`src/rtl/rr_grant_scheduler_pkg.sv`:
```
// Shared definitions for the round-robin grant scheduler: FSM state codes,
// default sizing constants and the index-width helper.
package rr_grant_scheduler_pkg;

  localparam int RR_DEFAULT_WIDTH   = 4;
  localparam int RR_DEFAULT_TIMEOUT = 16;

  // FSM state codes (kept as plain constants for compatibility with older blocks)
  typedef logic [1:0] state_t;
  localparam state_t ST_IDLE  = 2'd0;
  localparam state_t ST_GRANT = 2'd1;
  localparam state_t ST_HOLD  = 2'd2;

  // Bits needed to index n items; never below 1 so vectors stay legal.
  function automatic int idx_width(input int n);
    return (n > 1) ? $clog2(n) : 1;
  endfunction

endpackage

```
`src/rtl/rr_grant_scheduler_pick.sv`:
```
// Combinational rotating-priority picker: returns the first requester found
// when scanning from ptr upwards with wrap-around, plus a found flag.
module rr_grant_scheduler_pick
  import rr_grant_scheduler_pkg::*;
#(
  parameter int WIDTH = RR_DEFAULT_WIDTH,
  parameter int IW    = idx_width(WIDTH)
) (
  input  logic [WIDTH-1:0] req,
  input  logic [IW-1:0]    ptr,
  output logic [IW-1:0]    winner,
  output logic             found
);

  logic [IW:0]    idx_sum [WIDTH];
  logic [IW-1:0]  idx     [WIDTH];
  logic [WIDTH-1:0] hit;

  // Slot gi of the scan looks at requester (ptr + gi) mod WIDTH; ptr is
  // always below WIDTH, so a single conditional subtract is enough.
  for (genvar gi = 0; gi < WIDTH; gi++) begin : g_slot
    assign idx_sum[gi] = {1'b0, ptr} + (IW+1)'(gi);
    assign idx[gi]     = (idx_sum[gi] >= (IW+1)'(WIDTH))
                         ? IW'(idx_sum[gi] - (IW+1)'(WIDTH))
                         : IW'(idx_sum[gi]);
    assign hit[gi]     = req[idx[gi]];
  end

  // Lowest scan slot with a request wins (walk downwards so it lands last).
  always_comb begin
    winner = '0;
    found  = 1'b0;
    for (int i = WIDTH - 1; i >= 0; i--) begin
      if (hit[i]) begin
        winner = idx[i];
        found  = 1'b1;
      end
    end
  end

endmodule

```
`src/rtl/rr_grant_scheduler.sv`:
```
// Round-robin scheduler for a shared load path. Grants one requester at a
// time, strobes load until ack, then holds the grant until the winner drops
// its request. Optional grant watchdog enabled by defining RR_SCHED_TIMEOUT_EN.
module rr_grant_scheduler
  import rr_grant_scheduler_pkg::*;
#(
  parameter int WIDTH   = RR_DEFAULT_WIDTH,
  parameter int TIMEOUT = RR_DEFAULT_TIMEOUT
) (
  input  logic                       clock,
  input  logic                       reset,
  input  logic [WIDTH-1:0]           req,
  input  logic                       ack,
  output logic [WIDTH-1:0]           grant,
  output logic [idx_width(WIDTH)-1:0] grant_id,
  output logic                       load,
  output logic                       busy,
  output logic                       timeout
);

  localparam int IW = idx_width(WIDTH);

  state_t           state_reg,    state_next;
  logic [IW-1:0]    ptr_reg,      ptr_next;
  logic [WIDTH-1:0] grant_reg,    grant_next;
  logic [IW-1:0]    grant_id_reg, grant_id_next;
  logic             load_reg,     load_next;
  logic             timeout_next;

  logic [IW-1:0]    winner;
  logic             found;
  logic [IW-1:0]    ptr_after;

  rr_grant_scheduler_pick #(
    .WIDTH (WIDTH),
    .IW    (IW)
  ) u_pick (
    .req    (req),
    .ptr    (ptr_reg),
    .winner (winner),
    .found  (found)
  );

  // Pointer value that puts the current holder last in the next scan.
  assign ptr_after = (grant_id_reg == IW'(WIDTH - 1)) ? '0 : grant_id_reg + 1'b1;

`ifdef RR_SCHED_TIMEOUT_EN
  localparam int CW = idx_width(TIMEOUT) + 1;
  logic [CW-1:0] cnt_reg, cnt_next;
  logic          expired;
  logic          timeout_reg;

  // Watchdog fires on the last permitted cycle of GRANT or HOLD.
  assign expired = (state_reg != ST_IDLE) && (cnt_reg == CW'(TIMEOUT - 1));

  // Cycle counter restarts on every new grant and runs while a grant is live.
  always_comb begin
    cnt_next = cnt_reg;
    if (state_reg == ST_IDLE) begin
      cnt_next = '0;
    end else begin
      cnt_next = cnt_reg + 1'b1;
    end
  end

  // Counter and timeout pulse registers.
  always_ff @(posedge clock or negedge reset) begin
    if (!reset) begin
      cnt_reg     <= '0;
      timeout_reg <= 1'b0;
    end else begin
      cnt_reg     <= cnt_next;
      timeout_reg <= timeout_next;
    end
  end

  assign timeout = timeout_reg;
`else
  logic unused_timeout_param;
  assign unused_timeout_param = (TIMEOUT > 0);
  assign timeout = 1'b0;
`endif

  // Next-state logic: new grant from IDLE, ack/withdraw in GRANT, release in HOLD.
  always_comb begin
    state_next    = state_reg;
    ptr_next      = ptr_reg;
    grant_next    = grant_reg;
    grant_id_next = grant_id_reg;
    load_next     = load_reg;
    timeout_next  = 1'b0;
    case (state_reg)
      ST_IDLE: begin
        if (found) begin
          grant_next         = '0;
          grant_next[winner] = 1'b1;
          grant_id_next      = winner;
          load_next          = 1'b1;
          state_next         = ST_GRANT;
        end
      end
      ST_GRANT: begin
        // ack beats a same-cycle withdraw; the release is seen in HOLD.
        if (ack) begin
          load_next  = 1'b0;
          ptr_next   = ptr_after;
          state_next = ST_HOLD;
        end else if (!req[grant_id_reg]) begin
          grant_next = '0;
          load_next  = 1'b0;
          state_next = ST_IDLE;
        end
      end
      ST_HOLD: begin
        if (!req[grant_id_reg]) begin
          grant_next = '0;
          state_next = ST_IDLE;
        end
      end
      default: begin
        grant_next = '0;
        load_next  = 1'b0;
        state_next = ST_IDLE;
      end
    endcase
`ifdef RR_SCHED_TIMEOUT_EN
    // Revocation overrides ack and release decided above.
    if (expired) begin
      grant_next   = '0;
      load_next    = 1'b0;
      ptr_next     = ptr_after;
      timeout_next = 1'b1;
      state_next   = ST_IDLE;
    end
`endif
  end

  // Main state and output registers, cleared asynchronously.
  always_ff @(posedge clock or negedge reset) begin
    if (!reset) begin
      state_reg    <= ST_IDLE;
      ptr_reg      <= '0;
      grant_reg    <= '0;
      grant_id_reg <= '0;
      load_reg     <= 1'b0;
    end else begin
      state_reg    <= state_next;
      ptr_reg      <= ptr_next;
      grant_reg    <= grant_next;
      grant_id_reg <= grant_id_next;
      load_reg     <= load_next;
    end
  end

  assign grant    = grant_reg;
  assign grant_id = grant_id_reg;
  assign load     = load_reg;
  assign busy     = (state_reg != ST_IDLE);

endmodule

```
`config.mk`:
```
export PLATFORM = sky130hd
export DESIGN_NAME = rr_grant_scheduler
export DESIGN_NICKNAME = d
export VERILOG_FILES = /design/src/rtl/rr_grant_scheduler_pkg.sv /design/src/rtl/rr_grant_scheduler_pick.sv /design/src/rtl/rr_grant_scheduler.sv
export SDC_FILE = /design/constraint.sdc
export NUM_CORES = 1
export LEC_CHECK = 0
export ABC_AREA = 0
export CAP_MARGIN = 20
export CORE_MARGIN = 1.5
export CORE_UTILIZATION = 43
export CTS_CLUSTER_SIZE = 16
export DETAILED_ROUTE_END_ITERATION = 16
export PLACE_DENSITY_LB_ADDON = 0.25
export SLEW_MARGIN = 20
export SYNTH_ARGS = -nofsm -noshare
export SYNTH_HDL_FRONTEND = slang
export SYNTH_SLANG_ARGS = --single-unit
```
`constraint.sdc`:
```
create_clock -name clock -period 2 [get_ports clock]
set_clock_uncertainty 0.1 [all_clocks]
set_input_delay 0.2 -clock clock [delete_from_list [all_inputs] [get_ports clock]]
set_output_delay 0.2 -clock clock [all_outputs]
set_load 0.05 [all_outputs]
```
### After elaboration in Yosys (flattened, before gate mapping)

Index checks and enable logic that the tools add are counted.
Widths: inputs -> output; s select.

| operators by class | value |
|---|---|
| add/sub/neg operators | 8 |
| magnitude comparators | 11 |
| equal/unequal tests | 6 |
| multiplexer cells | 37 |
| bitwise logic cells | 1 |
| reduce and logical (&&, ||, !) cells | 7 |

Operator list:

| operator | number |
|---|---|
| $mux 2 | 12 |
| $lt 2x3->1 const B | 6 |
| $mux 1 | 13 |
| $mux 4 | 3 |
| $pmux 4 s3 | 1 |
| $bmux 1 s2 | 5 |
| $ge 3x3->1 const B | 3 |
| $sub 2x1->2 const B | 4 |
| $add 2x2->3 const B | 2 |
| $pmux 2 s3 | 1 |
| $reduce_and 2->1 | 3 |
| $eq 2x2->1 const B | 2 |
| $ne 2x2->1 const B | 2 |
| $add 2x1->3 const B | 1 |
| $ge 2x3->1 const B | 1 |
| $ne 3x3->1 const B | 1 |
| $pmux 1 s3 | 1 |
| $reduce_and 3->1 | 1 |
| $add 2x1->2 const B | 1 |
| $demux 1 s2 | 1 |
| $eq 2x1->1 const B | 1 |
| $ge 2x1->1 const B | 1 |
| $logic_not 2->1 | 1 |
| $reduce_bool 2->1 | 1 |
| 2 further kinds | 2 |

| word-level totals | value |
|---|---|
| register bits after elaboration | 11 |

### Depth between registers and ports, before layout

| depth | value |
|---|---|
| depth in word-level cells | 15 |
| gate-level depth with buffers | 7 |
| gate-level depth less buffers | 6 |

### By module

From an unflattened synthesis, not the netlist that was laid out.

| second synthesis, totals | value |
|---|---|
| cells, all modules | 70 |
| area, all modules | 742.0 sq um |

Modules (own cells, without submodules):

| module | instances | cells each | area an instance (sq um) |
|---|---|---|---|
| rr_grant_scheduler | 1 | 57 | 664.4 |
| rr_grant_scheduler_pick | 1 | 13 | 77.6 |

### Worst setup path after synthesis

No wires, ideal clock.

| timing | value |
|---|---|
| kind | flip-flop to flip-flop |
| from | register grant_id_reg[1], in the netlist grant_id[1] |
| to | register grant_reg[2], in the netlist grant[2] |
| library setup time | 0.076 ns |
| data arrival time | 1.995 ns |
| data required time | 1.824 ns |
| path slack | -0.171 ns |
| stages on the path, launching flop included | 5 |
| path buffers | 0 |
| period minus slack after synthesis | 2.171 ns |
| cells stage by stage | dfrtp_1 -> mux4_2 -> a211oi_2 -> or3b_1 -> o21ai_1 |

| between the ends | value |
|---|---|
| word-level cells in the longest chain between the ends | 5 |

Ends and longest elaborated chain:

| what | line | source |
|---|---|---|
| start: declaration | rr_grant_scheduler.sv:26 | `logic [IW-1:0] grant_id_reg, grant_id_next;` |
| start signal: assignment | rr_grant_scheduler.sv:150 | `grant_id_reg <= grant_id_next;` |
| $bmux 1 s2 * | rr_grant_scheduler.sv:108, rr_grant_scheduler.sv:115 |  |
| $mux 1 (not written as such) * | rr_grant_scheduler.sv:108, rr_grant_scheduler.sv:115 |  |
| $mux 4 * | - |  |
| $mux 4 | - |  |
| $pmux 4 s3 * | - |  |
| end signal: assignment | rr_grant_scheduler.sv:149 | `grant_reg <= grant_next;` |
| end: declaration | rr_grant_scheduler.sv:25 | `logic [WIDTH-1:0] grant_reg, grant_next;` |

Every way passes the cells marked *; elsewhere a longest branch is shown, timed or not. The select of a mux whose other input is x is not followed.
A chain may end at the register's enable or synchronous reset.

### Final worst setup path

| timing | value |
|---|---|
| from | input port req[0] |
| to | register grant_reg[3], in the netlist grant[3] |

| between the ends | value |
|---|---|
| word-level cells in the longest chain between the ends | 12 |
| elaborated cells on any way between the ends | 29 |
| those cells by class | order compare: 2; eq/ne: 1; mux: 24; reduce/logical: 2 |

Ends and longest elaborated chain:

| what | line | source |
|---|---|---|
| start: declaration | rr_grant_scheduler.sv:12 | `input logic [WIDTH-1:0] req,` |
| $bmux 1 s2 | rr_grant_scheduler_pick.sv:26 | `assign hit[gi] = req[idx[gi]];` |
| $mux 1 (not written as such) | rr_grant_scheduler_pick.sv:26 |  |
| $mux 2 (4 in a row) | rr_grant_scheduler_pick.sv:34 | `if (hit[i]) begin` |
| $lt 2x3->1 (not written as such) / $ge 2x1->1 (equally long branches) | rr_grant_scheduler.sv:96 | `grant_next[winner] = 1'b1;` |
| $logic_and 1x1->1 (not written as such) | rr_grant_scheduler.sv:96 |  |
| $mux 1 (not written as such) | rr_grant_scheduler.sv:96 |  |
| $demux 1 s2 | rr_grant_scheduler.sv:96 |  |
| $mux 4 | rr_grant_scheduler.sv:94 | `if (found) begin` |
| $pmux 4 s3 | rr_grant_scheduler.sv:92 | `case (state_reg)` |

Several ways; a longest one is shown, not always the timed one. The select of a mux whose other input is x is not followed.

==> impl_metrics.csv <==
group,metric,value,unit
sta,drv_slew,0,
cells_and_area,area_growth,34.4,%
placed_design,port_buffers,14,
clock_tree,clock_sinks,11,
routing,wl_per_cell,12.0,um
synthesis,ys.warnings.count,0,
cells_and_area,fillers,125,
floorplanning,die_x,43.2,um
clock_tree,insertion_delay,270,ps
job,cap_viol_max_count,0,
synthesis,ys_types,31,
sta,rsz0062_at_grt,"no",
floorplanning,start_util,46.1,%
cells_and_area,drive_gt1_share,16.5,%
placed_design,pre_cts_slack,-114,ps
routing,wl_met2,581,um
sta,min_period,1840,ps
sta,maxSlewHeadroom,66.1,%
global_routing,grt_max_degree,12,
cells_and_area,largest_reg_flops,4,
power_and_ir_drop,power_density,1720,nW/um2
sta,setup_ws,164,ps
sta,worst_pin_slew,501,ps
synthesis,ys_top_cells_by_area,"dfrtp_1, ha_1, a21oi_1",
worst_setup_path,r2r_cells,4,
clock_tree,cts-root-buf,"clkbuf_4",
synthesis,synth_top_area_share,39.6,%
routing,wl_met1,654,um
synthesis,synth-seq-cells,11,
clock_tree,cts_buffers,3,
floorplanning,die_h,43.2,um
worst_setup_path,startpoint_type,"input pin",
global_routing,grt.overflow.total,0,
synthesis,syn_area,694,um2
placed_design,routabilityCongestion,0.767,
synthesis,syn_nets,86,
routing,initialDrtViolationCount,9,
worst_setup_path,r2r-end,"grant[3]$_DFFE_PN0P_",
synthesis,syn_inst,74,
sta,hold_viol_final,0,
worst_setup_path,cp-end-kind,"flop",
worst_setup_path,worstSetupPathType,"in2reg",
routing,top_layer,"met4",
worst_setup_path,ff2ff_setup_slack,180,ps
power_and_ir_drop,p_leak,0.414,nW
floorplanning,core_area,1510,um2
worst_setup_path,arrival,1920,ps
synthesis,synth_seq_area_share,39.6,%
sta,finalSetupViolCount,0,
floorplanning,dieArea,1860,um2
clock_tree,postCtsSetupBuffers,0,
floorplanning,io_pins,16,
clock_tree,cts_tree,"built",
sta,period_share,91.8,%
sta,tns,0,ps
routing,route.met3.wl,91,um
global_routing,grt_pass1_vias,557,
clock_tree,ctsHoldBuffers,0,
worst_setup_path,worstPathRequired,2090,ps
run_status,outcome,"finished, final reports clean",
cells_and_area,diodes,0,
synthesis,avgSynthCellArea,9.38,um2
placed_design,dp_hpwl,1080,um
placed_design,postPlaceCellArea,907,um2
clock_tree,clk_path_buf_depth,2,
worst_setup_path,crit_fanout,6,
routing,drt-pass1-iter-count,4,
global_routing,grtUsageTotal,16.7,%
min_path,hp-class,"in2async",
power_and_ir_drop,irDropWorstVdd,0.878,mV
routing,route.antenna.remaining_nets,0,
cells_and_area,nets,110,
clock_tree,clk_pin_slew,70,ps
worst_setup_path,r2r_start,"grant_id[1]$_DFFE_PN0P_",
cells_and_area,fin_area,933,um2
power_and_ir_drop,power,1.60,mW
clock_tree,h-tree-depth,1,
global_routing,grt_pass1_wl,2280,um
global_routing,antenna_found_initial,0,
routing,routed_via_density,5.48,
clock_tree,cts.repair.resized,0,
routing,routed_wl,1350,um
routing,drc,0,
floorplanning,num_rows,14,
synthesis,yosysTopAreaCell,"dfrtp_1",
routing,dr_total_vias,619,
sta,max_freq,545,MHz
cells_and_area,fin_util,62.0,%
[through the flow]
| step | cells | hold WS, ps |
|---|---|---|
| 6_report | 113 | 156 |
| 3_3_place_gp | 109 | 367 |
| 4_1_cts | 113 | 175 |
| 3_5_place_dp | 109 | 369 |
| 5_1_grt | 113 | 204 |
| 2_1_floorplan | 74 | -196 |
[cells by family after synthesis]
logic type	count (synthesis)	synth area share, %
and+or+nand+nor	24	17.3
other	1	0.540
buffers and inverters	7	4.32
AOI/OAI and AO/OA	22	21.3
DFF	11	39.6
adders and majority gates	5	9.01
muxes	4	7.93
[routing by layer]
metal	GRT usage [%]	up-vias
met5	0	-
met4	9.09	0
met3	3.83	4
met2	23.9	27
met1	23.1	277
li1	-	311
[worst max-delay path, stage by stage]
cell             delay [ps]
clkdlybuf4s50_1         490
mux4_2                  530
a211oi_2                200
or3b_1                  380
o21ai_1                 120
[placed cells by master (no fill, tap or decap), types with 2 or more instances in the layout]
cell type,synthesis,routed
clkdlybuf4s50_1,0,13
buf_4,1,7
a22o_1,2,2
nand2_1,8,8
mux2_2,2,2
clkbuf_4,0,3
ha_1,5,5
nand2b_1,2,2
a21oi_1,6,6
dfrtp_1,11,10
o21ai_1,2,2
and2_1,2,2
nor2_1,3,3
inv_1,5,5
o21ai_0,5,5
nor3_1,3,3
[layout make-up]
cell class	instances	area [um2]	share of cell area (%)
Timing Repair Buffer	21	203	21.7
Multi-Input combinational cell	56	389	41.7
Tap cell	16	20.0	2.14
Sequential cell	11	277	29.6
Clock buffer	4	26.3	2.82
Inverter	5	18.8	2.01
[power breakdown]
part / internal, mW / leakage (nW) / switching, mW
combinational: 0.449 / 0.261 / 0.582
sequential: 0.327 / 0.138 / 0.0988
clock: 0.0771 / 0.0150 / 0.0713
[cells in the mapped netlist]
| master | n |
|---|---|
| o32a_1 | 1 |
| conb_1 | 1 |
| o21bai_1 | 1 |
| clkbuf_1 | 1 |
| nor4_1 | 1 |
| and2_1 | 2 |
| mux2_2 | 2 |
| inv_1 | 5 |
| or3b_1 | 1 |
| nor2b_1 | 1 |
| or3_1 | 1 |
| a211oi_2 | 1 |
| a22o_1 | 2 |
| buf_4 | 1 |
| ha_1 | 5 |
| nand3_1 | 1 |
| o31ai_1 | 1 |
| mux4_2 | 1 |
| o21ai_1 | 2 |
| nand2b_1 | 2 |
| nand2_1 | 8 |
| a311oi_1 | 1 |
| o21ai_0 | 5 |
| nor3_1 | 3 |
| nor2_1 | 3 |
| and3_1 | 1 |
| a221o_1 | 1 |
| dfrtp_1 | 11 |
| mux2i_1 | 1 |
| o41ai_1 | 1 |
| a21oi_1 | 6 |
[how the worst max path moves through the flow]
| stage | to | slack (ps) | startpoint | cells past startpoint |
|---|---|---|---|---|
| 2_1_floorplan | grant[2]$_DFFE_PN0P_ | 20 | grant_id[1]$_DFFE_PN0P_ | 4 |
| 4_1_cts | grant_id[0] | 150 | grant_id[0]$_DFFE_PN0P_ | 1 |
| 3_5_place_dp | grant[2]$_DFFE_PN0P_ | -110 | req[0] | 5 |
| 5_1_grt | grant[2]$_DFFE_PN0P_ | 30 | req[0] | 5 |
| 3_3_place_gp | grant[3]$_DFFE_PN0P_ | -80 | req[0] | 5 |
| 6_report | grant[3]$_DFFE_PN0P_ | 160 | req[0] | 5 |
No activity file was read; power rests on OpenSTA's default activity.
